`src/rtl/mdu_issue_ctrl_pkg.sv`:
```
// rtl/mdu_issue_ctrl_pkg.sv - MDU opcode encoding, FSM states and classification helpers
package mdu_issue_ctrl_pkg;

    typedef enum logic [3:0] {
        NONE  = 4'd0,
        MULT  = 4'd1,
        MULTU = 4'd2,
        MSUB  = 4'd3,
        DIV   = 4'd4,
        DIVU  = 4'd5,
        MTHI  = 4'd6,
        MTLO  = 4'd7,
        MFHI  = 4'd8,
        MFLO  = 4'd9
    } mdu_op_e;

    typedef enum logic {
        ST_IDLE = 1'b0,
        ST_RUN  = 1'b1
    } mdu_state_e;

    localparam int unsigned DEF_MUL_CYCLES = 5;
    localparam int unsigned DEF_DIV_CYCLES = 10;

    function automatic logic is_long(input logic [3:0] op);
        case (op)
            MULT, MULTU, MSUB, DIV, DIVU: return 1'b1;
            default:                      return 1'b0;
        endcase
    endfunction

    function automatic logic is_div(input logic [3:0] op);
        return (op == DIV) || (op == DIVU);
    endfunction

    function automatic logic is_mt(input logic [3:0] op);
        return (op == MTHI) || (op == MTLO);
    endfunction

endpackage

```
`src/rtl/mdu_issue_ctrl_if.sv`:
```
// rtl/mdu_issue_ctrl_if.sv - pipeline/datapath signal bundle around the MDU issue controller
interface mdu_issue_ctrl_if;
    logic       e_valid;
    logic [3:0] e_op;
    logic       d_is_mdu;
    logic       int_exc_req;
    logic       dp_start;
    logic [3:0] dp_op;
    logic       dp_wr_hilo;
    logic       dp_commit;
    logic       busy;
    logic       stall;
    logic       proto_err;

    // master is the controller; slave is the pipeline/datapath side
    modport master (
        input  e_valid, e_op, d_is_mdu, int_exc_req,
        output dp_start, dp_op, dp_wr_hilo, dp_commit, busy, stall, proto_err
    );

    modport slave (
        output e_valid, e_op, d_is_mdu, int_exc_req,
        input  dp_start, dp_op, dp_wr_hilo, dp_commit, busy, stall, proto_err
    );
endinterface

```
`src/rtl/mdu_lat_counter.sv`:
```
// rtl/mdu_lat_counter.sv - loadable down-counter with zero flag for MDU operation latency
module mdu_lat_counter #(
    parameter int unsigned CW = 4
) (
    input  logic          clk,
    input  logic          reset,
    input  logic          load_i,
    input  logic [CW-1:0] load_val_i,
    input  logic          dec_i,
    output logic [CW-1:0] cnt_o,
    output logic          zero_o
);

    logic [CW-1:0] cnt_q;

    // saturates at zero so a late decrement cannot wrap into a bogus long wait
    always_ff @(posedge clk) begin
        if (reset) begin
            cnt_q <= '0;
        end else if (load_i) begin
            cnt_q <= load_val_i;
        end else if (dec_i && (cnt_q != '0)) begin
            cnt_q <= cnt_q - 1'b1;
        end
    end

    assign cnt_o  = cnt_q;
    assign zero_o = (cnt_q == '0);

endmodule

```
`src/rtl/mdu_issue_ctrl.sv`:
```
// rtl/mdu_issue_ctrl.sv - issue, latency tracking, stall and HI/LO commit for the MDU
module mdu_issue_ctrl
    import mdu_issue_ctrl_pkg::*;
#(
    parameter int unsigned MUL_CYCLES = DEF_MUL_CYCLES,
    parameter int unsigned DIV_CYCLES = DEF_DIV_CYCLES
) (
    input  logic             clk,
    input  logic             reset,
    mdu_issue_ctrl_if.master bus
);

    localparam int unsigned   CW       = $clog2(DIV_CYCLES + 1);
    localparam logic [CW-1:0] MUL_LOAD = CW'(MUL_CYCLES - 1);
    localparam logic [CW-1:0] DIV_LOAD = CW'(DIV_CYCLES - 1);

    mdu_state_e    state_q;
    logic          busy_q;
    logic          commit_q;
    logic          proto_err_q;
    logic          is_idle;
    logic          issue;
    logic [CW-1:0] load_val;
    logic [CW-1:0] cnt;
    logic          cnt_zero;

    assign is_idle  = (state_q == ST_IDLE);
    assign issue    = is_idle & bus.e_valid & is_long(bus.e_op) & ~bus.int_exc_req;
    assign load_val = is_div(bus.e_op) ? DIV_LOAD : MUL_LOAD;

    mdu_lat_counter #(.CW(CW)) u_lat_counter (
        .clk        (clk),
        .reset      (reset),
        .load_i     (issue),
        .load_val_i (load_val),
        .dec_i      (state_q == ST_RUN),
        .cnt_o      (cnt),
        .zero_o     (cnt_zero)
    );

    // commit_q is computed one cycle early so it lands exactly when RUN sees cnt==0
    always_ff @(posedge clk) begin
        if (reset) begin
            state_q     <= ST_IDLE;
            busy_q      <= 1'b0;
            commit_q    <= 1'b0;
            proto_err_q <= 1'b0;
        end else begin
            case (state_q)
                ST_IDLE: begin
                    commit_q <= 1'b0;
                    if (issue) begin
                        state_q  <= ST_RUN;
                        busy_q   <= 1'b1;
                        commit_q <= (load_val == '0);
                    end
                end
                ST_RUN: begin
                    if (cnt_zero) begin
                        state_q  <= ST_IDLE;
                        busy_q   <= 1'b0;
                        commit_q <= 1'b0;
                    end else begin
                        commit_q <= (cnt == CW'(1));
                    end
                    // an interrupt in RUN is deliberately not looked at here
                    if (bus.e_valid && (is_long(bus.e_op) || is_mt(bus.e_op))) begin
                        proto_err_q <= 1'b1;
                    end
                end
                default: begin
                    state_q  <= ST_IDLE;
                    busy_q   <= 1'b0;
                    commit_q <= 1'b0;
                end
            endcase
        end
    end

    assign bus.dp_start   = issue;
    assign bus.dp_op      = bus.e_op;
    assign bus.dp_wr_hilo = is_idle & bus.e_valid & is_mt(bus.e_op) & ~bus.int_exc_req;
    assign bus.dp_commit  = commit_q;
    assign bus.busy       = busy_q;
    assign bus.stall      = bus.d_is_mdu & (issue | busy_q);
    assign bus.proto_err  = proto_err_q;

endmodule

```
`src/flat_wrapper.sv`:
```
// flat-port wrapper written by rule: the top's interface ports become plain ports
module mdu_issue_ctrl_flat import mdu_issue_ctrl_pkg::*;
#(
    parameter int unsigned MUL_CYCLES = DEF_MUL_CYCLES,
    parameter int unsigned DIV_CYCLES = DEF_DIV_CYCLES
)
  (clk, reset, bus_e_valid, bus_e_op, bus_d_is_mdu, bus_int_exc_req, bus_dp_start, bus_dp_op, bus_dp_wr_hilo, bus_dp_commit, bus_busy, bus_stall, bus_proto_err);
  mdu_issue_ctrl_if bus_i ();
  input  logic clk;
  input  logic reset;
  input wire logic [$bits(bus_i.e_valid)-1:0] bus_e_valid;
  input wire logic [$bits(bus_i.e_op)-1:0] bus_e_op;
  input wire logic [$bits(bus_i.d_is_mdu)-1:0] bus_d_is_mdu;
  input wire logic [$bits(bus_i.int_exc_req)-1:0] bus_int_exc_req;
  output wire logic [$bits(bus_i.dp_start)-1:0] bus_dp_start;
  output wire logic [$bits(bus_i.dp_op)-1:0] bus_dp_op;
  output wire logic [$bits(bus_i.dp_wr_hilo)-1:0] bus_dp_wr_hilo;
  output wire logic [$bits(bus_i.dp_commit)-1:0] bus_dp_commit;
  output wire logic [$bits(bus_i.busy)-1:0] bus_busy;
  output wire logic [$bits(bus_i.stall)-1:0] bus_stall;
  output wire logic [$bits(bus_i.proto_err)-1:0] bus_proto_err;
  assign bus_i.e_valid = bus_e_valid;
  assign bus_i.e_op = bus_e_op;
  assign bus_i.d_is_mdu = bus_d_is_mdu;
  assign bus_i.int_exc_req = bus_int_exc_req;
  assign bus_dp_start = bus_i.dp_start;
  assign bus_dp_op = bus_i.dp_op;
  assign bus_dp_wr_hilo = bus_i.dp_wr_hilo;
  assign bus_dp_commit = bus_i.dp_commit;
  assign bus_busy = bus_i.busy;
  assign bus_stall = bus_i.stall;
  assign bus_proto_err = bus_i.proto_err;
  mdu_issue_ctrl #(.MUL_CYCLES(MUL_CYCLES), .DIV_CYCLES(DIV_CYCLES)) u_core (.clk(clk), .reset(reset), .bus(bus_i));
endmodule
```
`config.mk`:
```
export PLATFORM = sky130hd
export DESIGN_NAME = mdu_issue_ctrl_flat
export DESIGN_NICKNAME = d
export VERILOG_FILES = /design/src/rtl/mdu_issue_ctrl_pkg.sv /design/src/rtl/mdu_issue_ctrl_if.sv /design/src/rtl/mdu_lat_counter.sv /design/src/rtl/mdu_issue_ctrl.sv /design/src/flat_wrapper.sv
export SDC_FILE = /design/constraint.sdc
export NUM_CORES = 1
export LEC_CHECK = 0
export CAP_MARGIN = 20
export CORE_AREA = 4 4 41 43
export CTS_CLUSTER_SIZE = 12
export DETAILED_ROUTE_END_ITERATION = 16
export DIE_AREA = 0 0 45 47
export GPL_TIMING_DRIVEN = 0
export PLACE_DENSITY = 0.79
export RECOVER_POWER = 25
export SLEW_MARGIN = 20
export SYNTH_ARGS = -nofsm -noshare
export SYNTH_HDL_FRONTEND = slang
export SYNTH_HIERARCHICAL = 1
export SYNTH_SLANG_ARGS = --single-unit
```
`constraint.sdc`:
```
create_clock -name clk -period 2.9 [get_ports clk]
set_clock_uncertainty 0.05 [all_clocks]
set_input_delay 0.58 -clock clk [delete_from_list [all_inputs] [get_ports clk]]
set_output_delay 0.58 -clock clk [all_outputs]
set_load 0.1 [all_outputs]
```
==> flow_metrics.env, run 1 <==
export IMPL_die_y_um=47
export IMPL_crit_arrival_ns=2.18
export IMPL_gp_congestion=0.7379
export IMPL_rsz0062_at_grt="no"
export IMPL_clock_fmax_mhz=355.8
export IMPL_yosys_area_share_adder_pct=2.481
export IMPL_drtPass1Iterations=4
export IMPL_num_vias=466
export IMPL_report_final_setup_viol=0
export IMPL_cts_path_max_buffers=2
export IMPL_yosys_area_top_type="dfxtp_1"
export IMPL_vdd_drop_max_uv=214.6
export IMPL_drt_wirelength_per_cell_um=11.16
export IMPL_r2r_setup_slack_ns=1.12
export IMPL_whs_ns=0.4335
export IMPL_ys_warnings_count=6
export IMPL_cts_root_buf="clkbuf_4"
export IMPL_syn_nets=67
export IMPL_numPortBuffers=18
export IMPL_tightestPinTransition_ns=0.9684
export IMPL_synth_top_family_by_area="simple AND/OR/NAND/NOR gates"
export IMPL_die_area_um2=2115
export IMPL_critPathMaxFanout=4
export IMPL_dieWidth_um=45
export IMPL_fin_crit_ns=2.811
export IMPL_fin_crit_sh_pct=96.92
export IMPL_grt_antenna_before_repair=0
export IMPL_grt_ovfl_total=0
export IMPL_synth_mux_area_fraction_pct=1.985
export IMPL_track_usage_pct=11.09
export IMPL_relSlewSlack_pct=35.24
export IMPL_clkTransAtPathRegs_ns=0.05
export IMPL_htree_levels=1
export IMPL_finalSetupTns_ns=0
export IMPL_drive_gt1_share_pct=20.51
export IMPL_synth_xor_area_share_pct=0
export IMPL_grt_max_degree=12
export IMPL_cpMaxStageDelayCell="clkdlybuf4s15_2"
export IMPL_hp_class="flop to flop"
export IMPL_ys_ff_latch=8
export IMPL_end_kind="output port"
export IMPL_cap_violations=0
export IMPL_ioPinCount=19
export IMPL_power_density_nw_per_um2=418.9
export IMPL_fin_ws_ns=0.08944
export IMPL_synth_cells=57
export IMPL_synth_top_cells_by_area="dfxtp_1, buf_4, nor4b_2"
export IMPL_cp_start_kind="primary input"
export IMPL_ys_seq_area_share_pct=31.76
export IMPL_diodes=0
export IMPL_cts_setup_buffers=0
export IMPL_rows=13
export IMPL_finish_utilization_pct=54.33
export IMPL_final_hold_viol_count=0
export IMPL_cts_tree="done"
export IMPL_slowest_delay_ns=0.55
export IMPL_yosys_cell_types_count=28
export IMPL_placedCellCount=90
export IMPL_grt_pass1_wl_mm=1.711
export IMPL_ant_nets=0
export IMPL_finalNetCount=90
export IMPL_synth_compound_area_share_pct=20.60
export IMPL_cts_made_buffers=3
export IMPL_synth_area_um2=504.2
export IMPL_place_hpwl_um=825.1
export IMPL_drc_errors=0
export IMPL_final_cells=93
export IMPL_vias_per_cell=5.011
export IMPL_routed_wl_mm=1.038
export IMPL_clock_latency_ns=0.25
export IMPL_syn_area_per_cell_um2=8.846
export IMPL_cts_sinks=8
export IMPL_dp_slack_ns=-0.6900
export IMPL_critPathRequiredTime_ns=2.27
export IMPL_syn_to_final_growth_pct=40.20
export IMPL_grt_pass1_vias=439
export IMPL_drv_slew=0
export IMPL_yosysTopAreaCellShare_pct=31.76
export IMPL_core_um2=1301
export IMPL_synth_simple_area_share_pct=31.27
export IMPL_drtIter0Drc=10
export IMPL_cp_cell_sequence="clkdlybuf4s50_1 > nor4b_2 > and3_2 > clkdlybuf4s15_2"
export IMPL_status="completed"
export IMPL_p_leak_nw=0.2747
export IMPL_crit_type="primary input to output port"
export IMPL_start_util_pct=38.75
## cells in the mapped netlist
| cell | count |
|---|---|
| a21o_1 | 1 |
| and3_2 | 1 |
| nand3_2 | 1 |
| nand2b_1 | 1 |
| buf_4 | 4 |
| nand3_1 | 1 |
| mux2i_1 | 1 |
| conb_1 | 1 |
| inv_1 | 6 |
| and2_1 | 1 |
| ha_1 | 1 |
| inv_2 | 1 |
| dfxtp_1 | 8 |
| nand4b_1 | 1 |
| or4b_1 | 1 |
| nand2_1 | 4 |
| a311oi_1 | 2 |
| or3_4 | 1 |
| or3b_4 | 1 |
| a21oi_1 | 2 |
| a211oi_1 | 1 |
| a2111oi_4 | 1 |
| a41oi_1 | 1 |
| o21a_1 | 2 |
| nor4b_2 | 2 |
| nor3_1 | 2 |
| a311o_1 | 1 |
| nor2_1 | 7 |
## path summary, 6_finish.rpt
check | from | endpoint | cells past startpoint
worst max-delay path | bus_e_op[3] | bus_dp_wr_hilo | 4
worst min register to register | u_core/bus.proto_err | u_core/bus.proto_err | 2
worst min-delay path | u_core/bus.proto_err | u_core/bus.proto_err | 2
worst max register to register | u_core/u_lat_counter/cnt_o[1] | u_core/u_lat_counter/cnt_o[1] | 5
## cells in the final DEF (no fill, tap or decap), types with 2 or more instances in the layout
cell type and count:
clkdlybuf4s50_1 11, dfxtp_1 8, nor2_1 7, inv_1 6, clkbuf_4 4, dlygate4sd2_1 4, nand2_1 4, buf_4 4
nor4b_2 2, o21a_1 2, a21oi_1 2, nor3_1 2, a311oi_1 2
## sequential cells by signal, summed over array words and instances (netlist names)
signal                      cells
u_core/bus.busy                 1
u_core/bus.dp_commit            1
u_core/bus.proto_err            1
u_core/state_q                  1
u_core/u_lat_counter/cnt_o      4
## kinds of logic (layout without fill, tap and decap cells)
family,Yosys count,in the layout
other,1,1
DFF,8,8
muxes,1,1
and+or+nand+nor,24,24
AOI/OAI and AO/OA,11,11
adders and majority gates,1,1
buffers and inverters,11,32
## metal layers
metal / GRT usage [%] / vias to the layer above / routed length, um
li1: - / 241 / -
met1: 12.84 / 211 / 467
met2: 19.21 / 14 / 506
met3: 2.682 / 0 / 64
met4: 5.263 / 0 / 0
met5: 0 / - / 0
## cell type report
cell class                      count  area (um2)
Timing Repair Buffer               18       168.9
Fill cell                         132       594.3
Multi-Input combinational cell     38       280.3
Sequential cell                     8       160.2
Buffer                              4       30.03
Clock buffer                        3       22.52
Tap cell                           15       18.77
Inverter                            7       26.28
## power breakdown
part / internal [mW] / total, mW / switching (mW)
logic: 0.0304 / 0.0922 / 0.0618
registers: 0.114 / 0.119 / 0.00474
clock network: 0.0474 / 0.0852 / 0.0378
total: 0.192 / 0.296 / 0.104
## what timing repair did
item / 4_1_cts / 5_1_grt
hold buffers: 0 / 0
gates cloned: 0 / 0
endpoints found under the setup margin: 7 / 1
gates resized for setup: 17 / 1
pin swaps: 0 / 0
## critical path, delay by kind of cell
family | cells | cell delay, ns
buffers and inverters | 2 | 1.02
and+or+nand+nor | 2 | 0.58
## through the flow
step	instance area, um2	power (mW)
2_1_floorplan	504.2	0.1893
3_3_place_gp	703.2	0.2181
3_5_place_dp	703.2	0.2191
4_1_cts	711.9	0.3027
5_1_grt	706.9	0.3111
6_report	706.9	0.2962
Power figures use the tool's default switching activity.
==> run 2: changes to the inputs <==
--- a/config.mk
+++ b/config.mk
@@ -6,12 +6,12 @@
 export NUM_CORES = 1
 export LEC_CHECK = 0
 export CAP_MARGIN = 20
-export CORE_AREA = 4 4 41 43
+export CORE_MARGIN = 4
+export CORE_UTILIZATION = 25
 export CTS_CLUSTER_SIZE = 12
 export DETAILED_ROUTE_END_ITERATION = 16
-export DIE_AREA = 0 0 45 47
 export GPL_TIMING_DRIVEN = 0
-export PLACE_DENSITY = 0.79
+export PLACE_DENSITY = 0.59
 export RECOVER_POWER = 25
 export SLEW_MARGIN = 20
 export SYNTH_ARGS = -nofsm -noshare
==> flow_metrics.env, run 2 (same netlist as run 1, synthesis figures left out) <==
export IMPL_grt_ovfl_total=0
export IMPL_layout_commonest_cell="clkdlybuf4s50_1"
export IMPL_report_final_setup_viol=0
export IMPL_grt_pass1_wl_mm=1.800
export IMPL_cts_tree="done"
export IMPL_drt_wirelength_per_cell_um=10.08
export IMPL_cap_violations=0
export IMPL_p_switching_mw=0.1007
export IMPL_clkTransAtPathRegs_ns=0.05
export IMPL_cts_path_max_buffers=2
export IMPL_grt_max_degree=12
export IMPL_ioPinCount=19
export IMPL_hp_class="flop to flop"
export IMPL_combPwrFrac_pct=31.4
export IMPL_start_util_pct=27.70
export IMPL_die_area_um2=2799
export IMPL_end_kind="output port"
export IMPL_crit_arrival_ns=2.18
export IMPL_p_leak_nw=0.2769
export IMPL_clock_power_share_pct=27.9
export IMPL_rows=15
export IMPL_cpMaxStageDelayCell="clkdlybuf4s15_2"
export IMPL_cts_sinks=8
export IMPL_final_cells=103
export IMPL_r2r_end="u_core/u_lat_counter/cnt_o[1]"
export IMPL_tightestPinTransition_ns=0.9688
export IMPL_crit_type="primary input to output port"
export IMPL_place_hpwl_um=836
export IMPL_pwr_share_seq_pct=40.6
export IMPL_hold_end="u_core/bus.proto_err"
export IMPL_drtIter0Drc=10
export IMPL_core_um2=1821
export IMPL_min_delay_start="u_core/bus.proto_err"
export IMPL_rr_worst_depth=5
export IMPL_slowest_delay_ns=0.55
export IMPL_drtPass1Iterations=4
export IMPL_finalNetCount=90
export IMPL_intPower_mw=0.1919
export IMPL_vias_per_cell=4.379
export IMPL_critPathMaxFanout=4
export IMPL_clock_latency_ns=0.25
export IMPL_ant_nets=0
export IMPL_crit_family="buffers and inverters"
export IMPL_cp_cell_sequence="clkdlybuf4s50_1 > nor4b_2 > and3_2 > clkdlybuf4s15_2"
export IMPL_cts_made_buffers=3
export IMPL_drc_errors=0
export IMPL_critPathRequiredTime_ns=2.27
export IMPL_dieWidth_um=52.91
export IMPL_die_y_um=52.91
export IMPL_largest_reg_flops=4
export IMPL_switching_share_pct=34.42
export IMPL_cts_setup_buffers=0
export IMPL_fin_crit_sh_pct=97.06
export IMPL_rsz0062_at_grt="no"
export IMPL_num_vias=451
export IMPL_crit_buf_inv=2
export IMPL_clock_fmax_mhz=355.3
export IMPL_status="completed"
export IMPL_cts_root_buf="clkbuf_4"
export IMPL_grt_pass1_vias=442
export IMPL_final_cell_mix="clkdlybuf4s50_1, dfxtp_1, nor2_1"
export IMPL_postCtsHoldBufs=0
export IMPL_drv_slew=0
export IMPL_numPortBuffers=18
export IMPL_r2r_start="u_core/u_lat_counter/cnt_o[1]"
export IMPL_vdd_drop_max_uv=203.5
export IMPL_track_usage_pct=8.915
export IMPL_syn_to_final_growth_pct=43.67
export IMPL_htree_levels=1
export IMPL_r2r_setup_slack_ns=1.14
export IMPL_grt_antenna_before_repair=0
export IMPL_placedCellCount=100
export IMPL_relSlewSlack_pct=35.21
export IMPL_post_cts_resized=17
export IMPL_finish_utilization_pct=39.79
export IMPL_fin_crit_ns=2.815
export IMPL_power_density_nw_per_um2=403.8
export IMPL_final_hold_viol_count=0
export IMPL_routed_wl_mm=1.038
export IMPL_cp_start_kind="primary input"
export IMPL_diodes=0
export IMPL_gp_congestion=0.6929
export IMPL_worstHoldPathCells=2
export IMPL_drive_gt1_share_pct=21.79
==> run 2: changes by cell type in the layout (fill, tap and decap cells not counted), sizes merged <==
cell / previous run / this run
buf: 5 / 6
clkbuf: 4 / 3
clkdlybuf4s50: 11 / 10
dlygate4sd3: 0 / 1
==> run 2: worst reg2reg max path: cells and delay by family (launching register included) <==
family	cells	cell delay (ns)
AO/OA/AOI/OAI	2	0.54
adder cells (fa/ha/maj)	1	0.22
buffers and inverters	1	0.11
flip-flops	1	0.32
AND/OR/NAND/NOR	1	0.47
==> run 2: final cells by class <==
type	instances	area, um2
buffer	4	30.03
clock buffer	3	22.52
fill	193	1096
inverter	7	26.28
multi-input combinational	38	285.3
sequential	8	160.2
tap	25	31.28
timing repair buffer	18	168.9
==> run 2: worst max-delay path by stage <==
stage	startpoint	endpoint	slack (ns)	cells after the start
finish	bus_e_op[3]	bus_dp_wr_hilo	0.09	4
global route	bus_e_op[3]	bus_dp_wr_hilo	0.006	4
CTS	bus_e_op[3]	bus_stall	0.02	6
detailed placement	bus_e_op[3]	bus_stall	-0.69	6
global placement	bus_e_op[3]	bus_stall	-0.71	6
floorplan	bus_e_op[3]	bus_stall	0.06	4
==> run 2: power groups by stage <==
stage | clock network, mW | registers (mW) | logic (mW)
after floorplan | 0 | 0.126 | 0.0632
after global placement | 0 | 0.121 | 0.0975
after detailed placement | 0 | 0.121 | 0.0975
after CTS | 0.0871 | 0.119 | 0.0944
after global routing | 0.0968 | 0.119 | 0.0987
final | 0.0817 | 0.119 | 0.0920
==> run 2: stage by stage <==
step	setup TNS [ns]	area, um2	hold WS [ns]	power (mW)	setup WS (ns)
6_report	0	724.4	0.4236	0.2925	0.08516
3_3_place_gp	-2.178	715.7	0.4117	0.2187	-0.7128
2_1_floorplan	0	504.2	0.4419	0.1893	0.05653
3_5_place_dp	-2.103	715.7	0.4172	0.2188	-0.6906
5_1_grt	0	724.4	0.4892	0.3148	0.005855
4_1_cts	0	724.4	0.4306	0.3005	0.01615
==> run 2: per-layer routing <==
layer | part of all wire, % | global-route usage [%] | vias up
li1 | - | - | 240
met2 | 45 | 13.02 | 13
met3 | 6.2 | 5.352 | 0
met1 | 48 | 10.87 | 198
met5 | 0 | 0 | -
met4 | 0 | 2.553 | 0
==> run 3: changes to the inputs <==
--- a/config.mk
+++ b/config.mk
@@ -11,6 +11,7 @@
 export CTS_CLUSTER_SIZE = 12
 export DETAILED_ROUTE_END_ITERATION = 16
 export GPL_TIMING_DRIVEN = 0
+export HOLD_SLACK_MARGIN = 0.05
 export PLACE_DENSITY = 0.59
 export RECOVER_POWER = 25
 export SLEW_MARGIN = 20
==> results of run 3 <==
Same layout as run 2: the final DEF is identical, and so are final timing and power.
